### src/rtl/music_pkg.sv
// Shared definitions for the music datapath: mixer state encoding,
// a constant clog2 and the signed sample range helpers.
package music_pkg;

  typedef enum logic [1:0] {
    ST_IDLE    = 2'd0,
    ST_COLLECT = 2'd1,
    ST_ACCUM   = 2'd2,
    ST_EMIT    = 2'd3
  } mix_state_t;

  // Ceiling log2 for sizing counters and accumulators at elaboration time.
  function automatic int clog2(input int value);
    int r;
    r = 0;
    while ((1 << r) < value) r++;
    return r;
  endfunction

  // Largest value representable in a w-bit signed sample.
  function automatic longint sample_max(input int w);
    return (longint'(1) <<< (w - 1)) - 1;
  endfunction

  // Smallest value representable in a w-bit signed sample.
  function automatic longint sample_min(input int w);
    return -(longint'(1) <<< (w - 1));
  endfunction

endpackage

### src/rtl/mix_saturate.sv
// Narrows a wide signed value to OUT_W bits.
// With VOICE_MIXER_SATURATE_EN defined the value is clamped to the signed
// OUT_W range and clip flags the clamp; otherwise the low bits are kept
// (two's-complement wrap) and clip is constant 0.
module mix_saturate
  import music_pkg::*;
#(
  parameter int IN_W  = 18,
  parameter int OUT_W = 16
) (
  input  logic [IN_W-1:0]  in_val,
  output logic [OUT_W-1:0] out_val,
  output logic             clip
);

`ifdef VOICE_MIXER_SATURATE_EN
  localparam logic signed [IN_W-1:0] HI = IN_W'(sample_max(OUT_W));
  localparam logic signed [IN_W-1:0] LO = IN_W'(sample_min(OUT_W));

  logic signed [IN_W-1:0] in_s;
  assign in_s = in_val;

  // Clamp to the narrow range whenever the wide value does not fit.
  always_comb begin
    out_val = in_val[OUT_W-1:0];
    clip    = 1'b0;
    if (in_s > HI) begin
      out_val = HI[OUT_W-1:0];
      clip    = 1'b1;
    end else if (in_s < LO) begin
      out_val = LO[OUT_W-1:0];
      clip    = 1'b1;
    end
  end
`else
  // Upper bits are intentionally discarded by the wrap.
  logic unused_hi;
  assign unused_hi = ^in_val[IN_W-1:OUT_W];
  assign out_val   = in_val[OUT_W-1:0];
  assign clip      = 1'b0;
`endif

endmodule

### src/rtl/voice_mixer.sv
// N-voice mixer: captures each voice on its ready strobe, waits (with a
// timeout) for all active voices of the period, accumulates them one voice
// per cycle at full precision, shifts by GAIN_SHIFT and narrows via
// mix_saturate. Optional build macro: VOICE_MIXER_SATURATE_EN (saturate
// instead of wrap, drives clip).
//
// Handshake: voice_ready[i] is a one-cycle valid strobe with no back-pressure;
// the sample on voice_samples is taken in that cycle. mix_ready is a one-cycle
// valid strobe presented in the EMIT cycle together with the new mix_sample;
// the consumer cannot stall it.
//
// Timing: the last required voice_ready in cycle t is seen by COLLECT in t+1,
// ACCUM occupies t+2..t+1+N_VOICES, and EMIT (mix_ready high) is t+2+N_VOICES.
// state_dbg mirrors the FSM state for observation.
module voice_mixer
  import music_pkg::*;
#(
  parameter int N_VOICES   = 3,
  parameter int SAMPLE_W   = 16,
  parameter int GAIN_SHIFT = 2,
  parameter int TIMEOUT    = 64
) (
  input  logic                         clk,
  input  logic                         reset,
  input  logic                         generate_next_sample,
  input  logic [N_VOICES*SAMPLE_W-1:0] voice_samples,
  input  logic [N_VOICES-1:0]          voice_ready,
  input  logic [N_VOICES-1:0]          voice_active,
  output logic [SAMPLE_W-1:0]          mix_sample,
  output logic                         mix_ready,
  output logic                         clip,
  output logic                         late,
  output logic                         overrun,
  output logic [1:0]                   state_dbg
);

  localparam int ACC_W  = SAMPLE_W + clog2(N_VOICES + 1);
  localparam int IDX_W  = clog2(N_VOICES + 1);
  localparam int TCNT_W = clog2(TIMEOUT + 1);

  mix_state_t state, state_next;

  logic [SAMPLE_W-1:0]      held [N_VOICES];
  logic [N_VOICES-1:0]      pending;
  logic [N_VOICES-1:0]      mask;
  logic [TCNT_W-1:0]        tcnt;
  logic [IDX_W-1:0]         idx;
  logic signed [ACC_W-1:0]  acc;

  logic [SAMPLE_W-1:0]      sel_sample;
  logic                     sel_en;
  logic signed [ACC_W-1:0]  term;
  logic signed [ACC_W-1:0]  acc_sum;
  logic signed [ACC_W-1:0]  acc_shift;
  logic [SAMPLE_W-1:0]      sat_out;
  logic                     sat_clip;

  logic start_period;
  logic all_in;
  logic timed_out;
  logic last_idx;

  assign start_period = (state == ST_IDLE) && generate_next_sample;
  assign all_in       = &(pending | ~mask);
  assign timed_out    = (tcnt == TCNT_W'(TIMEOUT - 1));
  assign last_idx     = (idx == IDX_W'(N_VOICES - 1));
  assign state_dbg    = state;

  // State register.
  always_ff @(posedge clk or posedge reset) begin
    if (reset) state <= ST_IDLE;
    else       state <= state_next;
  end

  // Next-state logic.
  always_comb begin
    state_next = state;
    case (state)
      ST_IDLE:    if (generate_next_sample) state_next = ST_COLLECT;
      ST_COLLECT: if (all_in || timed_out) state_next = ST_ACCUM;
      ST_ACCUM:   if (last_idx) state_next = ST_EMIT;
      ST_EMIT:    state_next = ST_IDLE;
      default:    state_next = ST_IDLE;
    endcase
  end

  // Capture voices on their strobes; a strobe coinciding with the period-start
  // clear still leaves its pending bit set.
  always_ff @(posedge clk or posedge reset) begin
    if (reset) begin
      pending <= '0;
      for (int i = 0; i < N_VOICES; i++) held[i] <= '0;
    end else begin
      pending <= (start_period ? '0 : pending) | voice_ready;
      for (int i = 0; i < N_VOICES; i++) begin
        if (voice_ready[i]) held[i] <= voice_samples[i*SAMPLE_W +: SAMPLE_W];
      end
    end
  end

  // Select the voice addressed by the accumulation index.
  always_comb begin
    sel_sample = '0;
    sel_en     = 1'b0;
    for (int i = 0; i < N_VOICES; i++) begin
      if (idx == IDX_W'(i)) begin
        sel_sample = held[i];
        sel_en     = mask[i];
      end
    end
  end

  assign term      = sel_en ? {{(ACC_W-SAMPLE_W){sel_sample[SAMPLE_W-1]}}, sel_sample} : '0;
  assign acc_sum   = acc + term;
  assign acc_shift = acc_sum >>> GAIN_SHIFT;

  mix_saturate #(
    .IN_W  (ACC_W),
    .OUT_W (SAMPLE_W)
  ) u_sat (
    .in_val  (acc_shift),
    .out_val (sat_out),
    .clip    (sat_clip)
  );

  // Period bookkeeping, accumulation and registered output strobes.
  always_ff @(posedge clk or posedge reset) begin
    if (reset) begin
      mask       <= '0;
      tcnt       <= '0;
      idx        <= '0;
      acc        <= '0;
      mix_sample <= '0;
      mix_ready  <= 1'b0;
      clip       <= 1'b0;
      late       <= 1'b0;
      overrun    <= 1'b0;
    end else begin
      mix_ready <= 1'b0;
      clip      <= 1'b0;
      late      <= 1'b0;
      if (generate_next_sample && (state != ST_IDLE)) overrun <= 1'b1;
      case (state)
        ST_IDLE: begin
          if (generate_next_sample) begin
            mask <= voice_active;
            tcnt <= '0;
          end
        end
        ST_COLLECT: begin
          if (all_in || timed_out) begin
            acc <= '0;
            idx <= '0;
            if (!all_in) late <= 1'b1;
          end else begin
            tcnt <= tcnt + TCNT_W'(1);
          end
        end
        ST_ACCUM: begin
          acc <= acc_sum;
          idx <= idx + IDX_W'(1);
          if (last_idx) begin
            mix_sample <= sat_out;
            clip       <= sat_clip;
            mix_ready  <= 1'b1;
          end
        end
        default: ;
      endcase
    end
  end

endmodule

### config.mk
export PLATFORM = sky130hd
export DESIGN_NAME = voice_mixer
export DESIGN_NICKNAME = d
export VERILOG_FILES = /design/src/rtl/music_pkg.sv /design/src/rtl/mix_saturate.sv /design/src/rtl/voice_mixer.sv
export SDC_FILE = /design/constraint.sdc
export NUM_CORES = 1
export LEC_CHECK = 0
export ABC_AREA = 1
export CAP_MARGIN = 40
export CORE_MARGIN = 2
export CORE_UTILIZATION = 55
export CTS_CLUSTER_DIAMETER = 80
export CTS_CLUSTER_SIZE = 12
export DETAILED_ROUTE_END_ITERATION = 8
export PLACE_DENSITY = 0.82
export SETUP_SLACK_MARGIN = 0.5
export SLEW_MARGIN = 40
export SYNTH_ARGS = -nofsm -noshare
export SYNTH_HDL_FRONTEND = slang
export SYNTH_SLANG_ARGS = --single-unit
export TNS_END_PERCENT = 10
### constraint.sdc
create_clock -name clk -period 4.1 [get_ports clk]
set_input_delay 0.82 -clock clk [delete_from_list [all_inputs] [get_ports clk]]
set_output_delay 0.82 -clock clk [all_outputs]
set_load 0.1 [all_outputs]
=== Yosys cells after proc, flatten, opt, wreduce, memory -nomap -nowiden ===
Cells that the tools add are included.

* Bits in registers: 102
* Latch bits: 0
* Memory bits (writable): 0
* ROM bits: 0
* Input bits: 57
* Output and inout port bits: 22
* Word-level logic and storage cells: 67
* Memories kept: 0

* Add/sub/neg operators: 3
* Multipliers: 0
* Divide/modulo/power cells: 0
* Magnitude comparators: 0
* Eq/ne operators: 10
* Shift-type cells: 0
* Multiplexer cells: 24
* Bitwise logic cells: 3
* Reductions and logical operators: 14

{| class="wikitable"
|+ Operators with widths
! operator !! count
|-
| 2-to-1 mux 16 bit || 3
|-
| 2-to-1 mux 18 bit || 2
|-
| one-hot mux 18 bit (2 select lines) || 1
|-
| adder 18 bit || 1
|-
| 2-to-1 mux 7 bit || 2
|-
| one-hot mux 7 bit (2 select lines) || 1
|-
| AND reduction 3 bit || 3
|-
| 2-to-1 mux 1 bit || 8
|-
| 2-to-1 mux 2 bit || 4
|-
| inequality test 2 bit, second input constant || 4
|-
| one-hot mux 2 bit (4 select lines) || 1
|-
| adder 7 x 1 -> 7 bit, second input constant || 1
|-
| == test 7 x 6 -> 1 bit, second input constant || 1
|-
| == test 2 bit, second input constant || 3
|-
| OR 3 bit || 2
|-
| AND reduction 2 bit || 3
|-
| nonzero test 2 bit || 3
|-
| == test 2 x 1 -> 1 bit, second input constant || 2
|-
| zero test 2 bit || 2
|-
| one-hot mux 2 bit (2 select lines) || 1
|-
| 2-to-1 mux 3 bit || 1
|-
| inverter 3 bit || 1
|-
| adder 2 x 1 -> 2 bit, second input constant || 1
|-
| logical AND 1 bit || 2
|-
| logical OR 1 bit || 1
|}

=== Longest topological paths before layout ===
* Word-level depth: 7
* Depth in mapped cells: 21
* Gate-level depth less buffers: 20

=== Modules after synthesis ===
From an unflattened synthesis, not the netlist that was laid out.

* Cells, all modules: 714
* Area, all modules: 5656.7 um^2

{| class="wikitable"
|+ By module, submodules not included
! module !! times used !! cells an instance !! area an instance (um^2) !! seq. area each (um^2)
|-
| voice_mixer || 1 || 696 || 5525.3 || 2577.5
|-
| mix_saturate || 1 || 18 || 131.4 || 0.0
|}

=== Least setup slack after synthesis ===
OpenSTA, ideal clock, no wires.

* Path kind: register -> register
* Start: reg idx[0]
* End: reg mix_sample[8]
* Setup time: 0.120 ns
* Data arrival time: 2.577 ns
* Data required time: 3.980 ns
* Setup slack: 1.403 ns
* Cell stages (with the launch flop): 21
* Path buffers: 2
* Period minus slack after synthesis: 2.697 ns
* Cell sequence: dfrtp_1 > inv_1 > ha_1 > buf_4 > inv_2 > nand2_1 > nor2_1 > nor2_2 > inv_2 > buf_6 > a211oi_1 > ha_1 > fa_1 > nand2_1 > nand3_1 > nand3_1 > nand2_1 > a21oi_1 > nand2_1 > nand3_1 > nand2_1

* Cells in the longest elaborated chain, start to end: 6
* Elaborated cells between the ends (all ways): 12
* Those cells by class: add/sub (1); eq/ne (2); mux (7); reduce/logical (2)

{| class="wikitable"
|+ RTL lines
! element !! RTL line !! RTL
|-
| from (decl) || voice_mixer.sv:47 || <nowiki>logic [IDX_W-1:0] idx;</nowiki>
|-
| from (signal assigned) || voice_mixer.sv:161 || <nowiki>idx <= idx + IDX_W'(1);</nowiki>
|-
| zero test 2 bit || voice_mixer.sv:106 || <nowiki>if (idx == IDX_W'(i)) begin</nowiki>
|-
| 2-to-1 mux 16 bit or 2-to-1 mux 1 bit (tied branches) (3 in series) || voice_mixer.sv:106 ||
|-
| 2-to-1 mux 18 bit || voice_mixer.sv:113 || <nowiki>assign term = sel_en ? {{(ACC_W-SAMPLE_W){sel_sample[SAMPLE_W-1]}}, sel_sample} : '0;</nowiki>
|-
| adder 18 bit || voice_mixer.sv:114 || <nowiki>assign acc_sum = acc + term;</nowiki>
|-
| to (signal assigned) || voice_mixer.sv:163 || <nowiki>mix_sample <= sat_out;</nowiki>
|-
| to (decl) || voice_mixer.sv:29 || <nowiki>output logic [SAMPLE_W-1:0] mix_sample,</nowiki>
|}

Several ways; a longest one is shown, not always the timed one.
A chain may end at the register's enable or synchronous reset.

=== Final worst setup path ===
* Start: reg idx[1]
* End: reg mix_sample[7]

Same word-level chain as after synthesis.

==> results.py <==
metrics = {
    "sta": {
        "setup_viol": 0,
        "drv_slew": 0,
        "fin_crit_sh_pct": 80.2,
        "fin_skew_ns": 0.0168,
        "worst_pin_slew_ns": 0.584,
        "hold_viol": 0,
        "slew_headroom_pct": 61.0,
        "min_period_ns": 3.29,
        "fin_tns_setup_ns": 0,
        "grt_setup_unrepaired": "no",
        "max_freq_ghz": 0.304,
    },
    "worst_setup_path": {
        "crit_top_cell": "nand2_1",
        "worst_r2r_endpoint": "mix_sample[7]",
        "crit_type": "register to register",
        "cpMaxStageDelayCell": "dfrtp_1",
        "slowest_delay_ns": 0.40,
        "ff2ff_setup_slack_ns": 0.81,
        "required_ns": 4.35,
        "crit_start": "idx[1]",
        "path_cells": "inv_1 -> ha_1 -> inv_2 -> nand2_1 -> buf_4 -> o22ai_1 -> nor2_1 -> a211oi_1 -> ha_1 -> nand2_1 -> inv_1 -> a21oi_1 -> nand3_1 -> or2_2 -> nand3_1 -> nand2_1",
        "cp-end-kind": "register",
        "cp-start-kind": "register",
        "r2r-start": "idx[1]",
        "rr_worst_depth": 16,
        "cp_max_fo": 17,
        "cp.arrival_ns": 3.54,
    },
    "final_layout": {
        "nets": 830,
        "area_growth_syn_to_layout_pct": 17.5,
        "design_area_um2": 6450,
        "n_fill_cell": 832,
        "drive_above_1_share_pct": 9.96,
        "n_antenna_cell": 0,
        "postLayoutCoreUtil_pct": 66.3,
    },
    "synth": {
        "synthAdderAreaFrac_pct": 5.84,
        "synth_area_leaders": "dfrtp_1 (47%), nand2_1 (14%), inv_1 (5.5%)",
        "ys_seq_elements": 102,
        "synth_warnings": 0,
        "synth-compound-area-share_pct": 13.8,
        "synth_top_family_by_area": "simple AND/OR/NAND/NOR gates",
        "async_reset_ff_share_pct": 100,
        "muxShareOfSynthArea_pct": 0.411,
        "synth_simple_gate_area_share_pct": 22.9,
        "syn-instance-count": 679,
        "syn-num-nets": 761,
        "synth_enable_flop_cells": 0,
        "yosysSeqAreaShare_pct": 46.5,
        "synth_cell_types": 42,
        "synthXorXnorAreaFrac_pct": 1.92,
        "synth_top_area_cell": "dfrtp_1",
        "synth_flop_cell": "dfrtp_1",
        "avgSynthCellArea_um2": 8.08,
        "synth_top_area_share_pct": 46.5,
        "synth_area_um2": 5490,
    },
    "clock_tree": {
        "htreeDepth": 3,
        "clk_latency_ns": 0.38,
        "clock_sinks": 102,
        "hold_buffers": 0,
        "cts_buffers": 9,
        "ctsLongestPathBuffers": 2,
        "cts_tree": "built",
        "postCtsSetupRepairBufs": 0,
        "root_buffer": "clkbuf_8",
        "clkTransAtPathRegs_ns": 0.10,
        "cts_resized": 0,
    },
    "power": {
        "power_uw": 4740,
        "p_leak_uw": 0.00331,
        "ir_drop_mv": 0.516,
        "p_per_area_nw_per_um2": 735,
    },
    "global_route": {
        "antenna_found_initial": 0,
        "grt_pass1_vias": 4598,
        "grt.overflow.total": 0,
        "grt_usage_pct": 25.0,
        "grt_max_degree": 69,
        "grt_pass1_wl_mm": 22.0,
    },
    "placement": {
        "hpwlAfterDp_mm": 9.48,
        "place_area_um2": 6210,
        "portBuffers": 77,
        "place_congestion": 0.970,
    },
    "die": {
        "fp.dieH_um": 104,
        "pin_count": 79,
        "die_area_um2": 10800,
        "design.core.area_um2": 9730,
        "die_w_um": 104,
        "start_util_pct": 56.4,
        "rows": 36,
    },
    "detailed_routing": {
        "drtIter0Drc": 197,
        "remaining_drc_errors": 0,
        "wl_per_cell_um": 14.5,
        "vias_per_cell": 5.31,
        "dr.pass1.iters": 5,
        "final_antenna_net_count": 0,
        "vias": 4704,
        "drt_wl_total_mm": 12.8,
    },
    "status": {
        "outcome": "finished clean",
    },
    "min_path": {
        "hp-start": "overrun",
        "min_to": "overrun",
        "min_path_type": "register to register",
        "min_path_cells": 1,
    },
    "job": {
        "timing.max_cap.violations": 0,
    },
}
## worst max-delay path: cells and delay by family, from the launching register on
family | cells | cell delay (ns)
buf+inv | 4 | 0.61
flops | 1 | 0.40
compound gates | 3 | 0.55
simple gates | 7 | 1.03
fa+ha+maj | 2 | 0.58
## cells in the final DEF (no fill, tap or decap), drive strengths merged, types with 2 or more instances in the layout
master	synthesis	routed
buf	9	28
nand2	219	219
clkinv	1	2
o31ai	6	6
or2	3	3
nand3	37	37
ha	24	24
clkdlybuf4s50	0	53
xor2	10	10
bufinv	0	3
a21o	2	2
a21oi	18	18
inv	87	89
o21ai	58	58
nand4	3	3
nand3b	3	3
a211oi	15	15
clkbuf	14	10
mux2	2	2
o21bai	3	3
nor2	35	35
a22o	5	5
dfrtp	102	102
xnor2	2	2
o22ai	15	15
and2	2	2
## through the flow
stage          hold slack [ns]  cells  setup slack [ns]
2_1_floorplan            0.455    679             0.605
3_3_place_gp             0.444    870              1.05
3_5_place_dp             0.440    870             0.917
4_1_cts                  0.462    886             0.832
5_1_grt                  0.483    886             0.517
6_report                 0.459    886             0.811
## registers in the layout, summed over array words and instances, names as in the netlist
name	cells
state_dbg	2
tcnt	7
idx	2
overrun	1
late	1
mix_sample	16
mix_ready	1
pending	3
mask	3
acc	18
held	48
## synth_stat cells, types with 4 or more instances
cell type / instances
nand2_1: 210
nand2_2: 8
nand3_1: 35
o21ai_0: 56
a211oi_1: 13
xor2_1: 10
nor2_1: 33
o22ai_1: 15
inv_1: 81
ha_1: 24
dfrtp_1: 102
a21oi_1: 18
o31ai_1: 4
inv_2: 5
clkbuf_1: 14
## layer usage
layer / track usage [%] / up-vias / wire, um
met5: 0 / - / 0
met4: 8.20 / 0 / 248
met3: 3.26 / 22 / 621
met2: 41.3 / 134 / 6050
met1: 34.5 / 2224 / 5930
li1: - / 2324 / -
## power by group
group,switching (uW),internal [uW],leakage (uW)
clock,367,412,0.000121
combinational,1880,703,0.00193
sequential,141,1240,0.00127
total,2380,2360,0.00331
## logic make-up (layout without fill, tap and decap cells)
group                    Yosys count  after routing
AO/OA/AOI/OAI                    123            123
XOR/XNOR                          12             12
adder cells (fa/ha/maj)           25             25
buffers and inverters            111            185
flip-flops                       102            102
multiplexers                       2              2
other                              1              1
AND/OR/NAND/NOR                  303            303
## layout make-up
type / count / area (um^2) / area share [%]
repair buffers: 81 / 681 / 10.6
clock inverters: 6 / 116 / 1.80
multi-input cells: 466 / 2470 / 38.2
clock buffers: 10 / 128 / 1.98
flip-flops and latches: 102 / 2550 / 39.6
well taps: 133 / 166 / 2.58
inverters: 88 / 338 / 5.24
## worst max path at each step
stage,endpoint,slack [ns],cells after the start
2_1_floorplan,acc[0],0.60,1
3_3_place_gp,mix_sample[7],1.05,16
3_5_place_dp,mix_sample[7],0.92,16
4_1_cts,mix_sample[7],0.83,16
5_1_grt,mix_sample[7],0.52,16
6_report,mix_sample[7],0.81,16
No activity file was read; power rests on OpenSTA's default activity.
